===== src/rtl/tape_block_capture_if.sv =====
// Tape block capture bus.
// Groups the decoded bit stream coming from the bit reader, the RAM write
// port going to tape memory and the per-block report going to the loader's
// block directory.
//   start, block_end, data_bit, data_valid : bit stream into the capture block
//   mem_we, mem_waddr, mem_wdata           : RAM write port
//   byte_written, mem_full, wr_ptr_out     : write progress
//   capturing, led_bit                     : status
//   block_done, block_start, block_len,
//   block_chk_ok, block_partial,
//   block_trunc, block_count               : closed-block report
interface tape_block_capture_if #(
  parameter int ADDR_W = 13
) ();
  logic              start;
  logic              block_end;
  logic              data_bit;
  logic              data_valid;
  logic              mem_we;
  logic [ADDR_W-1:0] mem_waddr;
  logic [7:0]        mem_wdata;
  logic              byte_written;
  logic              mem_full;
  logic [ADDR_W-1:0] wr_ptr_out;
  logic              capturing;
  logic              block_done;
  logic [ADDR_W-1:0] block_start;
  logic [ADDR_W:0]   block_len;
  logic              block_chk_ok;
  logic              block_partial;
  logic              block_trunc;
  logic [7:0]        block_count;
  logic              led_bit;

  // Bit reader / loader side.
  modport master (
    output start, block_end, data_bit, data_valid,
    input  mem_we, mem_waddr, mem_wdata, byte_written, mem_full, wr_ptr_out,
    input  capturing, block_done, block_start, block_len, block_chk_ok,
    input  block_partial, block_trunc, block_count, led_bit
  );

  // Capture block side.
  modport slave (
    input  start, block_end, data_bit, data_valid,
    output mem_we, mem_waddr, mem_wdata, byte_written, mem_full, wr_ptr_out,
    output capturing, block_done, block_start, block_len, block_chk_ok,
    output block_partial, block_trunc, block_count, led_bit
  );
endinterface


===== src/rtl/tape_block_capture.sv =====
// Tape block capture.
// Assembles decoded tape bits into bytes, writes them into a 2**ADDR_W byte
// tape RAM and frames the stream into blocks (sync opens, tone loss closes).
// Each closed block reports start address, length, XOR checksum status,
// dangling partial byte and truncation. Bad blocks may be rolled back.
// Ports:
//   clk     : clock
//   reset_n : asynchronous active-low reset
//   clear   : synchronous clear of pointers, counters and flags
//   bus     : tape_block_capture_if.slave (stream in, RAM port, block report)
module tape_block_capture #(
  parameter int ADDR_W    = 13,
  parameter int MSB_FIRST = 1,
  parameter int WRAP      = 0,
  parameter int DROP_BAD  = 1
) (
  input  logic                  clk,
  input  logic                  reset_n,
  input  logic                  clear,
  tape_block_capture_if.slave   bus
);

  localparam logic [ADDR_W-1:0] ADDR_MAX  = {ADDR_W{1'b1}};
  localparam logic [ADDR_W:0]   DEPTH_LEN = {1'b1, {ADDR_W{1'b0}}};
  localparam logic [ADDR_W:0]   LEN_ONE   = (ADDR_W+1)'(1);
  localparam logic [ADDR_W:0]   LEN_TWO   = (ADDR_W+1)'(2);

  typedef enum logic [1:0] {
    ST_IDLE,
    ST_CAPTURE,
    ST_FULL
  } state_t;

  state_t            state_reg, state_next;
  logic [2:0]        bit_cnt_reg;
  logic [7:0]        shift_reg;
  logic [ADDR_W-1:0] wr_ptr_reg;
  logic [ADDR_W-1:0] blk_base_reg;
  logic [ADDR_W:0]   len_reg;
  logic [7:0]        xor_reg;
  logic              byte_written_reg;
  logic              mem_full_reg;
  logic              block_done_reg;
  logic [ADDR_W-1:0] block_start_reg;
  logic [ADDR_W:0]   block_len_reg;
  logic              block_chk_ok_reg;
  logic              block_partial_reg;
  logic              block_trunc_reg;
  logic [7:0]        block_count_reg;
  logic              led_bit_reg;

  logic              open_blk;
  logic              accept;
  logic [2:0]        bit_pos;
  logic [2:0]        bit_cnt_next;
  logic [7:0]        byte_cur;
  logic              byte_done;
  logic              hit_end;
  logic [ADDR_W:0]   len_new;
  logic [7:0]        xor_new;
  logic              trunc_new;
  logic              chk_new;
  logic              partial_new;
  logic              close_blk;
  logic              good_close;
  logic              rewind;

  // Next-state and datapath decode. clear overrides every other input.
  always_comb begin
    state_next   = state_reg;
    open_blk     = 1'b0;
    accept       = 1'b0;
    close_blk    = 1'b0;
    bit_pos      = (MSB_FIRST != 0) ? (3'd7 - bit_cnt_reg) : bit_cnt_reg;
    byte_cur     = shift_reg;
    byte_done    = 1'b0;
    hit_end      = 1'b0;

    if (!clear) begin
      open_blk = (state_reg == ST_IDLE) && bus.start;
      accept   = (state_reg == ST_CAPTURE) && bus.data_valid;
    end

    // The shift register holds zeros in unfilled slots, so OR-in is enough.
    if (accept && bus.data_bit) begin
      byte_cur = shift_reg | (8'b1 << bit_pos);
    end
    bit_cnt_next = accept ? (bit_cnt_reg + 3'd1) : bit_cnt_reg;
    byte_done    = accept && (bit_cnt_reg == 3'd7);
    hit_end      = (WRAP == 0) && byte_done && (wr_ptr_reg == ADDR_MAX);

    // Block figures as they stand after this cycle's bit, so a byte
    // completed together with block_end is counted in the closing block.
    len_new     = len_reg;
    xor_new     = xor_reg;
    if (byte_done) begin
      len_new = (len_reg == DEPTH_LEN) ? len_reg : (len_reg + LEN_ONE);
      xor_new = xor_reg ^ byte_cur;
    end
    trunc_new   = hit_end || ((WRAP != 0) && (len_new == DEPTH_LEN));
    chk_new     = (xor_new == 8'h00) && (len_new >= LEN_TWO) && !trunc_new;
    partial_new = (bit_cnt_next != 3'd0);

    if (!clear && (state_reg == ST_CAPTURE)) begin
      close_blk = bus.block_end || hit_end;
    end
    // A block with no complete byte is treated as noise and not reported.
    good_close = close_blk && (len_new != '0);
    rewind     = good_close && (DROP_BAD != 0) && !chk_new;

    if (clear) begin
      state_next = ST_IDLE;
    end else begin
      case (state_reg)
        ST_IDLE:    if (bus.start) state_next = ST_CAPTURE;
        ST_CAPTURE: begin
          if (hit_end)            state_next = ST_FULL;
          else if (bus.block_end) state_next = ST_IDLE;
        end
        ST_FULL:    state_next = ST_FULL;
        default:    state_next = ST_IDLE;
      endcase
    end
  end

  always_ff @(posedge clk or negedge reset_n) begin
    if (!reset_n) begin
      state_reg         <= ST_IDLE;
      bit_cnt_reg       <= '0;
      shift_reg         <= '0;
      wr_ptr_reg        <= '0;
      blk_base_reg      <= '0;
      len_reg           <= '0;
      xor_reg           <= '0;
      byte_written_reg  <= 1'b0;
      mem_full_reg      <= 1'b0;
      block_done_reg    <= 1'b0;
      block_start_reg   <= '0;
      block_len_reg     <= '0;
      block_chk_ok_reg  <= 1'b0;
      block_partial_reg <= 1'b0;
      block_trunc_reg   <= 1'b0;
      block_count_reg   <= '0;
      led_bit_reg       <= 1'b0;
    end else if (clear) begin
      state_reg         <= ST_IDLE;
      bit_cnt_reg       <= '0;
      shift_reg         <= '0;
      wr_ptr_reg        <= '0;
      blk_base_reg      <= '0;
      len_reg           <= '0;
      xor_reg           <= '0;
      byte_written_reg  <= 1'b0;
      mem_full_reg      <= 1'b0;
      block_done_reg    <= 1'b0;
      block_start_reg   <= '0;
      block_len_reg     <= '0;
      block_chk_ok_reg  <= 1'b0;
      block_partial_reg <= 1'b0;
      block_trunc_reg   <= 1'b0;
      block_count_reg   <= '0;
      led_bit_reg       <= 1'b0;
    end else begin
      state_reg        <= state_next;
      byte_written_reg <= byte_done;
      block_done_reg   <= good_close;

      if (accept) begin
        led_bit_reg <= ~led_bit_reg;
      end

      if (open_blk) begin
        bit_cnt_reg  <= '0;
        shift_reg    <= '0;
        len_reg      <= '0;
        xor_reg      <= '0;
        blk_base_reg <= wr_ptr_reg;
      end else if (close_blk) begin
        // Any dangling partial byte is discarded here.
        bit_cnt_reg <= '0;
        shift_reg   <= '0;
        len_reg     <= len_new;
        xor_reg     <= xor_new;
      end else begin
        bit_cnt_reg <= bit_cnt_next;
        shift_reg   <= byte_done ? 8'h00 : byte_cur;
        len_reg     <= len_new;
        xor_reg     <= xor_new;
      end

      // Rollback wins over the increment of a byte written in the close cycle.
      if (rewind) begin
        wr_ptr_reg <= blk_base_reg;
      end else if (byte_done) begin
        wr_ptr_reg <= wr_ptr_reg + ADDR_W'(1);
      end

      if (hit_end) begin
        mem_full_reg <= 1'b1;
      end

      if (good_close) begin
        block_start_reg   <= blk_base_reg;
        block_len_reg     <= len_new;
        block_chk_ok_reg  <= chk_new;
        block_partial_reg <= partial_new;
        block_trunc_reg   <= trunc_new;
        if ((chk_new || (DROP_BAD == 0)) && (block_count_reg != 8'hFF)) begin
          block_count_reg <= block_count_reg + 8'd1;
        end
      end
    end
  end

  assign bus.mem_we        = byte_done;
  assign bus.mem_waddr     = wr_ptr_reg;
  assign bus.mem_wdata     = byte_cur;
  assign bus.byte_written  = byte_written_reg;
  assign bus.mem_full      = mem_full_reg;
  assign bus.wr_ptr_out    = wr_ptr_reg;
  assign bus.capturing     = (state_reg == ST_CAPTURE);
  assign bus.block_done    = block_done_reg;
  assign bus.block_start   = block_start_reg;
  assign bus.block_len     = block_len_reg;
  assign bus.block_chk_ok  = block_chk_ok_reg;
  assign bus.block_partial = block_partial_reg;
  assign bus.block_trunc   = block_trunc_reg;
  assign bus.block_count   = block_count_reg;
  assign bus.led_bit       = led_bit_reg;

endmodule


===== src/flat_wrapper.sv =====
// flat-port wrapper written by rule: the top's interface ports become plain ports
module tape_block_capture_flat 
#(
  parameter int ADDR_W    = 13,
  parameter int MSB_FIRST = 1,
  parameter int WRAP      = 0,
  parameter int DROP_BAD  = 1
)
  (clk, reset_n, clear, bus_start, bus_block_end, bus_data_bit, bus_data_valid, bus_mem_we, bus_mem_waddr, bus_mem_wdata, bus_byte_written, bus_mem_full, bus_wr_ptr_out, bus_capturing, bus_block_done, bus_block_start, bus_block_len, bus_block_chk_ok, bus_block_partial, bus_block_trunc, bus_block_count, bus_led_bit);
  tape_block_capture_if #(.ADDR_W(ADDR_W)) bus_i ();
  input  logic clk;
  input  logic reset_n;
  input  logic clear;
  input wire logic [$bits(bus_i.start)-1:0] bus_start;
  input wire logic [$bits(bus_i.block_end)-1:0] bus_block_end;
  input wire logic [$bits(bus_i.data_bit)-1:0] bus_data_bit;
  input wire logic [$bits(bus_i.data_valid)-1:0] bus_data_valid;
  output wire logic [$bits(bus_i.mem_we)-1:0] bus_mem_we;
  output wire logic [$bits(bus_i.mem_waddr)-1:0] bus_mem_waddr;
  output wire logic [$bits(bus_i.mem_wdata)-1:0] bus_mem_wdata;
  output wire logic [$bits(bus_i.byte_written)-1:0] bus_byte_written;
  output wire logic [$bits(bus_i.mem_full)-1:0] bus_mem_full;
  output wire logic [$bits(bus_i.wr_ptr_out)-1:0] bus_wr_ptr_out;
  output wire logic [$bits(bus_i.capturing)-1:0] bus_capturing;
  output wire logic [$bits(bus_i.block_done)-1:0] bus_block_done;
  output wire logic [$bits(bus_i.block_start)-1:0] bus_block_start;
  output wire logic [$bits(bus_i.block_len)-1:0] bus_block_len;
  output wire logic [$bits(bus_i.block_chk_ok)-1:0] bus_block_chk_ok;
  output wire logic [$bits(bus_i.block_partial)-1:0] bus_block_partial;
  output wire logic [$bits(bus_i.block_trunc)-1:0] bus_block_trunc;
  output wire logic [$bits(bus_i.block_count)-1:0] bus_block_count;
  output wire logic [$bits(bus_i.led_bit)-1:0] bus_led_bit;
  assign bus_i.start = bus_start;
  assign bus_i.block_end = bus_block_end;
  assign bus_i.data_bit = bus_data_bit;
  assign bus_i.data_valid = bus_data_valid;
  assign bus_mem_we = bus_i.mem_we;
  assign bus_mem_waddr = bus_i.mem_waddr;
  assign bus_mem_wdata = bus_i.mem_wdata;
  assign bus_byte_written = bus_i.byte_written;
  assign bus_mem_full = bus_i.mem_full;
  assign bus_wr_ptr_out = bus_i.wr_ptr_out;
  assign bus_capturing = bus_i.capturing;
  assign bus_block_done = bus_i.block_done;
  assign bus_block_start = bus_i.block_start;
  assign bus_block_len = bus_i.block_len;
  assign bus_block_chk_ok = bus_i.block_chk_ok;
  assign bus_block_partial = bus_i.block_partial;
  assign bus_block_trunc = bus_i.block_trunc;
  assign bus_block_count = bus_i.block_count;
  assign bus_led_bit = bus_i.led_bit;
  tape_block_capture #(.ADDR_W(ADDR_W), .MSB_FIRST(MSB_FIRST), .WRAP(WRAP), .DROP_BAD(DROP_BAD)) u_core (.clk(clk), .reset_n(reset_n), .clear(clear), .bus(bus_i));
endmodule

===== config.mk =====
export PLATFORM = sky130hd
export DESIGN_NAME = tape_block_capture_flat
export DESIGN_NICKNAME = d
export VERILOG_FILES = /design/src/rtl/tape_block_capture_if.sv /design/src/rtl/tape_block_capture.sv /design/src/flat_wrapper.sv
export SDC_FILE = /design/constraint.sdc
export NUM_CORES = 1
export LEC_CHECK = 0
export ABC_AREA = 1
export BUFFER_PORTS_ARGS = -buffer_cell sky130_fd_sc_hd__buf_2
export CORE_MARGIN = 2
export CORE_UTILIZATION = 64
export CTS_BUF_LIST = sky130_fd_sc_hd__clkbuf_8
export DETAILED_ROUTE_END_ITERATION = 8
export GPL_TIMING_DRIVEN = 0
export PLACE_DENSITY = 0.88
export SYNTH_ARGS = -nofsm -noshare
export SYNTH_HDL_FRONTEND = slang
export SYNTH_SLANG_ARGS = --single-unit

===== constraint.sdc =====
create_clock -name clk -period 3.99 [get_ports clk]
set_input_delay 0.399 -clock clk [delete_from_list [all_inputs] [get_ports clk]]
set_output_delay 0.399 -clock clk [all_outputs]
set_load 0.02 [all_outputs]

==> results list, run 1 <==
- Share of post-route cells with drive strength above 1: 17.89%
- Starting Density: 65.05%
- At the later pin of the worst-skew pair, clock insertion delay measures roughly 370 ps.
- Flip-flop and latch count after synthesis: approximately 100
- Clock Skews: 6.854 ps
- The worst-case IR drop observed on VDD is around 200 uV.
- In this run the tool buffered the top-level ports with 83 buffer cells.
* Most used cells in the layout excluding fill and tap cells: sky130_fd_sc_hd__nand2_1, sky130_fd_sc_hd__dfrtp_1, sky130_fd_sc_hd__buf_2, sky130_fd_sc_hd__inv_1, sky130_fd_sc_hd__nor2_1
- Last weighted congestion value of the routability-driven placer: 0.9031
* Peak Freq: around 0.32 GHz
- Routed via count divided by cell count: about 5.5
- Worst min-delay path class: in2reg
- Leaving out fill and tap cells, the most frequent cell in the layout is sky130_fd_sc_hd__nand2_1.
* Initial detailed-routing violation count: about 300
- Post-place instance area: 6198 um^2
- Number of nets with antenna violations after detailed routing: 0
- The cell area that synthesis handed to floorplanning was 5618 um^2.
- Overall fraction of global-route tracks in use: around 30%
- Row cnt: 34
* Predominant post-synthesis flop cell: sky130_fd_sc_hd__dfrtp_1
- Setup repair after global routing left no endpoint under its margin.
- The number of pins exceeding their max-slew limit in the final report came to 0.
- The number of gates resized after CTS was 0.
- In the final routed layout, each cell accounts on average for 14.57 um.
* MaxCap Viol Count: 0
* Number of vias after detailed routing: approximately 5200
- Number of nets at the end of the flow: 845
* Status: completed
* Number of fillers in the final layout: 674
- For this design the ratio of total power to cell area is ~280 nW/um^2.
- Total number of H-tree levels: 3
- The average instance in the mapped netlist occupies around 7.7 um^2.
* First-pass GRT wire length: ~23000 um
- Clock-pin transition on the worst setup and hold timing paths: 110 ps
- Count of inserted antenna diode cells: 0
- Count of yosys warnings during synthesis: 0
- Final wirelength: ~14000 um
* Router iterations before antenna repair: 5
* Longest Clk Path Bufs: 2
- TritonCTS built the clock tree.
* Critical path class: reg2reg
- At the worst endpoint, the required time is around 4200 ps.
- For this run, design rule violations remaining after detail routing come to 0.
- In this run the count of I/O pins placed on the die edge is 85.
- Number of synthesized flops with an enable pin: 0
- Total Power: ~1.8 mW
- Async set-reset flop share out of synthesis: 100.0%
- Area of the core: ~8600 um^2
- The worst pin sits at a relative slew slack of approximately three fifths.
* Clock sink count: 103
- The die covers about 9500 um^2.
* # setup viols final: 0
* Width of the chip: 97.69 um
- Element type at the critical path start: flip-flop
* Actual transition at the worst max-transition pin: 570.3 ps
- Endpoint kind of the worst setup timing path: flip-flop
* Height of the chip: between 90 and 100 um
- After global routing the overflow that remains totals 0.
- Final worst-path cycle share: 79.02%
- Initial antenna violation count: 0
* Maximum number of pins on one net before global-route repair: 72
* Total nets after synthesis: 749
- The number of global-route vias before repair is roughly 5000.
- Data on the critical path arrives at its endpoint at approximately 3400 ps.
- Leakage: around 3.5 nW
- Of all nets on the critical path, the largest fanout is 10.
- CTS placed an instance of sky130_fd_sc_hd__clkbuf_8 at the clock tree root.
- Synthesis instantiated 35 different standard cells from the library.
* Design Area, Final: 6399 um^2
- Subtracting the final worst setup slack from the clock period gives 3153 ps.
- Summed over all failing endpoints, the final setup total negative slack is 0 ps.
* Mapped Cells: 732
- Compared with the post-synthesis result, the final layout area differs by 13.90%.
- Hold Violations, Final: 0
* TritonCTS buffer count: 9
* Post-detail-place hpwl: ~10000 um
- After synthesis, flip-flops and latches occupy 45.88% of the total area.
## synthesized netlist by cell type (7+ instances only)
library cell,count,area share [%]
sky130_fd_sc_hd__nor2_1,71,4.7
sky130_fd_sc_hd__nand4_1,7,0.78
sky130_fd_sc_hd__o21ai_0,32,2.9
sky130_fd_sc_hd__clkbuf_1,8,0.53
sky130_fd_sc_hd__a21oi_1,12,1.1
sky130_fd_sc_hd__nand3_1,70,6.2
sky130_fd_sc_hd__ha_1,10,2.2
sky130_fd_sc_hd__o21ai_1,9,0.80
sky130_fd_sc_hd__dfrtp_1,103,46
sky130_fd_sc_hd__nand2_1,229,15
sky130_fd_sc_hd__xor2_1,19,3.0
sky130_fd_sc_hd__nand3b_1,12,1.6
sky130_fd_sc_hd__buf_4,14,1.9
sky130_fd_sc_hd__buf_2,8,0.71
sky130_fd_sc_hd__inv_1,75,5.0
## cell type report
type	instances	area [um^2]	area share, %
Clock inverter	7	66.31	1.036
Multi-Input combinational cell	511	2497	39.03
Timing Repair Buffer	85	455.4	7.118
Inverter	81	304.0	4.752
Buffer	37	239.0	3.735
Clock buffer	9	123.9	1.936
Tap cell	108	135.1	2.112
Sequential cell	103	2577	40.28
## power breakdown
part	internal [mW]	switching, mW	leakage [nW]	total [mW]
combinational	0.0272	0.0901	1.95	0.117
sequential	1.05	0.00735	1.44	1.06
clock	0.238	0.396	0.0828	0.634
## final timing paths
kind | start | end | slack [ps] | depth (start not counted)
max | u_core.bit_cnt_reg[1]$_DFF_PN0_ | u_core.bus.block_len[3]$_DFFE_PN0P_ | 840 | 15
min | bus_start | u_core.state_reg[0]$_DFFE_PN0P_ | 310 | 3
max reg2reg | u_core.bit_cnt_reg[1]$_DFF_PN0_ | u_core.bus.block_len[3]$_DFFE_PN0P_ | 840 | 15
min reg2reg | u_core.bus.block_len[6]$_DFFE_PN0P_ | u_core.bus.block_len[6]$_DFFE_PN0P_ | 490 | 2
max in group asynchronous | reset_n | u_core.bus.block_len[11]$_DFFE_PN0P_ | 2780 | 3
min in group asynchronous | reset_n | u_core.xor_reg[2]$_DFF_PN0_ | 510 | 2
## metal layers
layer	part of all wire [%]	wire, um	global-route usage [%]	vias up
met5	0	0	0	-
met1	41	5668	39.68	2452
li1	-	-	-	2492
met2	49	6733	50.24	222
met4	1.9	265	8.120	0
met3	7.6	1040	6.043	28
## critical path: stages, from the launching register on
cell                       delay [ps]
sky130_fd_sc_hd__dfrtp_1          400
sky130_fd_sc_hd__ha_1             210
sky130_fd_sc_hd__ha_1             170
sky130_fd_sc_hd__inv_1             90
sky130_fd_sc_hd__nor3_4           450
sky130_fd_sc_hd__buf_6            220
sky130_fd_sc_hd__nand2_1           60
sky130_fd_sc_hd__nand2_1           90
sky130_fd_sc_hd__nand2_1          100
sky130_fd_sc_hd__nor2_1           120
sky130_fd_sc_hd__nand2_1           60
sky130_fd_sc_hd__nor2_1           180
sky130_fd_sc_hd__nor2_4           110
sky130_fd_sc_hd__inv_2            140
sky130_fd_sc_hd__clkbuf_1         430
sky130_fd_sc_hd__o21ai_0          160
## timing repair
| item | in CTS | in global routing |
|---|---|---|
| endpoints found under the hold margin | 32 | 0 |
| hold buffers | 1 | 0 |
| buffers inserted | 0 | 0 |
## logic make-up (layout without fill, tap and decap cells)
group / count (synthesis) / after routing / share of synthesized area, %
xor gates and xnor gates: 22 / 22 / 3.430
and+or+nand+nor: 412 / 412 / 32.00
AOI/OAI and AO/OA: 67 / 67 / 6.793
DFF: 103 / 103 / 45.88
adders and majority gates: 10 / 10 / 2.227
buffers and inverters: 118 / 219 / 9.666
## per-stage QoR
step / hold slack, ps / std cells / utilization (%) / setup WS, ps
finish: 311.1 / 941 / 74.09 / 837.0
CTS: 305.9 / 941 / 74.09 / 867.4
detailed placement: 382.6 / 924 / 71.78 / 888.3
global placement: 464.9 / 923 / 71.43 / 990.4
global route: 324.4 / 941 / 74.09 / 491.4
floorplan: 103.4 / 732 / - / 1443
Note: power is estimated with default switching activity, not from simulation.
==> run 2, diff against run 1 <==
- CORE_UTILIZATION: 64 -> 54
- PLACE_DENSITY: 0.88 -> 0.79
- clock period: 3.99 -> 2.6 ns (I/O delays scaled with it)
==> results list, run 2 (synthesis gave the netlist of run 1 again) <==
- The routability-driven placement congestion ratio is 0.9075 (+0.49%).
- Proportion of power drawn by flip-flops and latches: 55.9% (-2.5 points)
- Share of post-route cells with drive strength above 1: 35.84% (+18 points)
* Height of the chip: 106.0 um (+8.5%)
* Area of the core: 10230 um^2 (+18%)
- The setup TNS is -9025 ps (-9025 ps).
- Maximum number of pins on one net before global-route repair: 57 (-21%)
* Endpoint kind of the worst setup timing path: flip-flop
* Worst min-delay path class: in2reg
- The maximum fanout count along the critical path is 5 (-5).
- The time the final worst path needs with I/O delays and setup came to 2902 ps (-251.5 ps).
- The final antenna diode count is 0 (unchanged).
- The worst hold slack after final layout is 194.9 ps (-116.2 ps).
- The maximum level of the CTS H-tree was 3 (unchanged).
- The area of placed instances was 6233 um^2 (+0.57%).
- Worst voltage drop across the vdd grid: 251.1 uV (+28%)
- The final hold violation count came to 0 (unchanged).
* Clock-pin transition on the worst setup and hold timing paths: 100 ps (about the same)
- Comb power frac: 8.2% (+1.7 points)
- The total clock sinks came to 103 (unchanged).
* Largest stage delay on the critical path: 410 ps (-40 ps)
- The tree is rooted in a sky130_fd_sc_hd__clkbuf_8.
- Leakage: 4.005 nW (+16%)
- Violations in the final reports: setup timing
- The violation count after the first detailed-route iteration was 384 (+30%).
- Number of global-route vias before repair: 5283 (+5.4%)
- The critical path is of the reg2reg type.
- The library cells used most frequently in the layout, excluding fill and tap cells, are sky130_fd_sc_hd__nand2_1, sky130_fd_sc_hd__dfrtp_1, sky130_fd_sc_hd__buf_2, sky130_fd_sc_hd__inv_1.
- The clock share of power was 35.9% (+0.8 points).
- Setup repair after global routing missed its margin: yes
- The power after layout is 2.900 mW (+60%).
- Total DRC errors in the routed layout: 0 (unchanged)
* Width of the chip: 106.0 um (+8.5%)
* MaxCap Viol Count: 0 (unchanged)
- Peak Freq: 0.3446 GHz (+8.7%)
- The clock tree skew after final layout came to 10.38 ps (+3.526 ps).
* Row cnt: 37 (+8.8%)
* Number of pins with negative max-slew slack in the final report: 0 (unchanged)
- Final wirelength: 17470 um (+27%)
- Router iterations before antenna repair: 5 (unchanged)
- The internal power is 2.147 mW (+63%).
* Worst slack at placement: -510.1 ps (-1398 ps)
- Required time of the critical path: 2890 ps (-1330 ps)
* I/O pins: 85 (unchanged)
* Number of nets with antenna violations after detailed routing: 0 (unchanged)
- The count of port buffers added during placement came to 83 (unchanged).
- TritonCTS buffer count: 9 (unchanged)
* Count of placed standard cells in the final layout, fillers left out: 1026 (+9.0%)
- Status: finished with violations
- Critical Path Most Common Cell: sky130_fd_sc_hd__buf_6
- The library cell used most frequently in the layout, excluding fill and tap cells, is sky130_fd_sc_hd__nand2_1.
- The final layout net count was 902 (+6.7%).
- Library cell contributing the largest single delay on the critical path: sky130_fd_sc_hd__dfrtp_1
- From synthesis to final layout, the design area changed by 34.88%.
* Overall fraction of global-route tracks in use: 27.56% (-2.3 points)
* Element type at the critical path start: flip-flop
* Design Area, Final: 7577 um^2 (+18%)
- Power density normalized to cell area: 382.8 nW/um^2 (+35%)
* Initial antenna violation count: 0 (unchanged)
- The cell count after placement came to 952 (+3.0%).
* Starting Density: 54.91% (-10 points)
- Routed via count divided by cell count: 5.585 (+1.2%)
* Net switching component of the power: 0.7536 mW (+53%)
- Global-route congestion overflow total: 0 (unchanged)
- The total half-perimeter wirelength after legalization and detailed placement is 10180 um (+2.0%).
- The data arrival time of the critical path is 3190 ps (-200 ps).
- The final setup violation count is 52 (+52).
- CTS tree: yes
- Rel. slew slack: 55.33% (-6.6 points)
- The maximum buffer depth of the clock tree is 2 (unchanged).
- First-pass GRT wire length: 24720 um (+5.8%)
* Die Outline Area: 11230 um^2 (+18%)
- Final core area utilization: 74.06% (about the same)
- Source-to-sink clock delay at the later pin of the worst-skew pair: 380 ps (about the same)
- The switching power share of the total was 25.98% (-1.3 points).
- Final worst-path cycle share: 111.6% (+33 points)
* Actual transition at the worst max-transition pin: 670.0 ps (+99.72 ps)
* Avg WL per Cell: 17.03 um (+17%)
- The slack of the critical path is -301.5 ps (-1138 ps).
* Crit path cell chain: ha_4 -> ha_4 -> inv_4 -> nor3_4 -> buf_6 -> buf_12 -> nand2_2 -> nand2_2 -> nand3_1 -> nor2_1 -> nand2_1 -> nor2_2 -> nor2_4 -> buf_6 -> nor2_4 -> buf_6 -> buf_6 -> nand2_1 -> o21ai_0
- The via total after detailed routing was 5730 (+10%).
-- run 2: per-layer routing --
layer | vias up | wire length [um] | share of wire, % | GRT usage, %
li1 | 2607 | - | - | -
met1 | 2798 | 6894 | 39 | 37.03
met2 | 270 | 8614 | 49 | 44.33
met3 | 55 | 1316 | 7.5 | 5.334
met4 | 0 | 647 | 3.7 | 10.81
met5 | - | 0 | 0 | 0
-- run 2: power groups by stage --
stage	Sequential [mW]	Clock (mW)	Combinational (mW)
3_5_place_dp	1.65	0	0.176
6_report	1.62	1.04	0.238
5_1_grt	1.62	1.11	0.255
4_1_cts	1.62	1.04	0.196
2_1_floorplan	1.66	0	0.0872
3_3_place_gp	1.65	0	0.166
-- run 2: area by class of cell --
type                            instances  area [um^2]
Tap cell                              136        170.2
Inverter                               81        311.5
Multi-Input combinational cell        511         2974
Timing Repair Buffer                  142         1017
Buffer                                 37        324.1
Sequential cell                       103         2581
Clock inverter                          6        61.31
Fill cell                             694         2654
Clock buffer                           10        137.6
-- run 2: timing repair --
| item | in CTS | in global routing |
|---|---|---|
| endpoints found under the setup margin | 61 | 52 |
| pin swaps | 22 | 42 |
| hold buffers | 1 | 0 |
| endpoints found under the hold margin | 47 | 0 |
| resized for setup | 55 | 157 |
| gates cloned | 4 | 3 |
| buffers inserted | 38 | 15 |
-- run 2: worst paths after layout --
| path | endpoint | slack [ps] | depth (start not counted) | startpoint |
|---|---|---|---|---|
| worst max-delay path | u_core.bus.block_len[0]$_DFFE_PN0P_ | -300 | 19 | u_core.bit_cnt_reg[0]$_DFF_PN0_ |
| max in group asynchronous | u_core.bus.mem_waddr[1]$_DFFE_PN0P_ | 1450 | 3 | reset_n |
| min in group asynchronous | u_core.shift_reg[2]$_DFF_PN0_ | 430 | 2 | reset_n |
| worst max register to register | u_core.bus.block_len[0]$_DFFE_PN0P_ | -300 | 19 | u_core.bit_cnt_reg[0]$_DFF_PN0_ |
| worst min register to register | u_core.bus.mem_full$_DFFE_PN0N_ | 490 | 2 | u_core.bus.mem_full$_DFFE_PN0N_ |
| worst min-delay path | u_core.state_reg[0]$_DFFE_PN0P_ | 190 | 3 | bus_block_end |
-- run 2: critical path, delay by kind of cell, from the launching register on --
| family | cells | cell delay [ps] |
|---|---|---|
| simple gates | 10 | 1140 |
| flops | 1 | 410 |
| compound gates | 1 | 110 |
| buf+inv | 6 | 810 |
| fa+ha+maj | 2 | 310 |
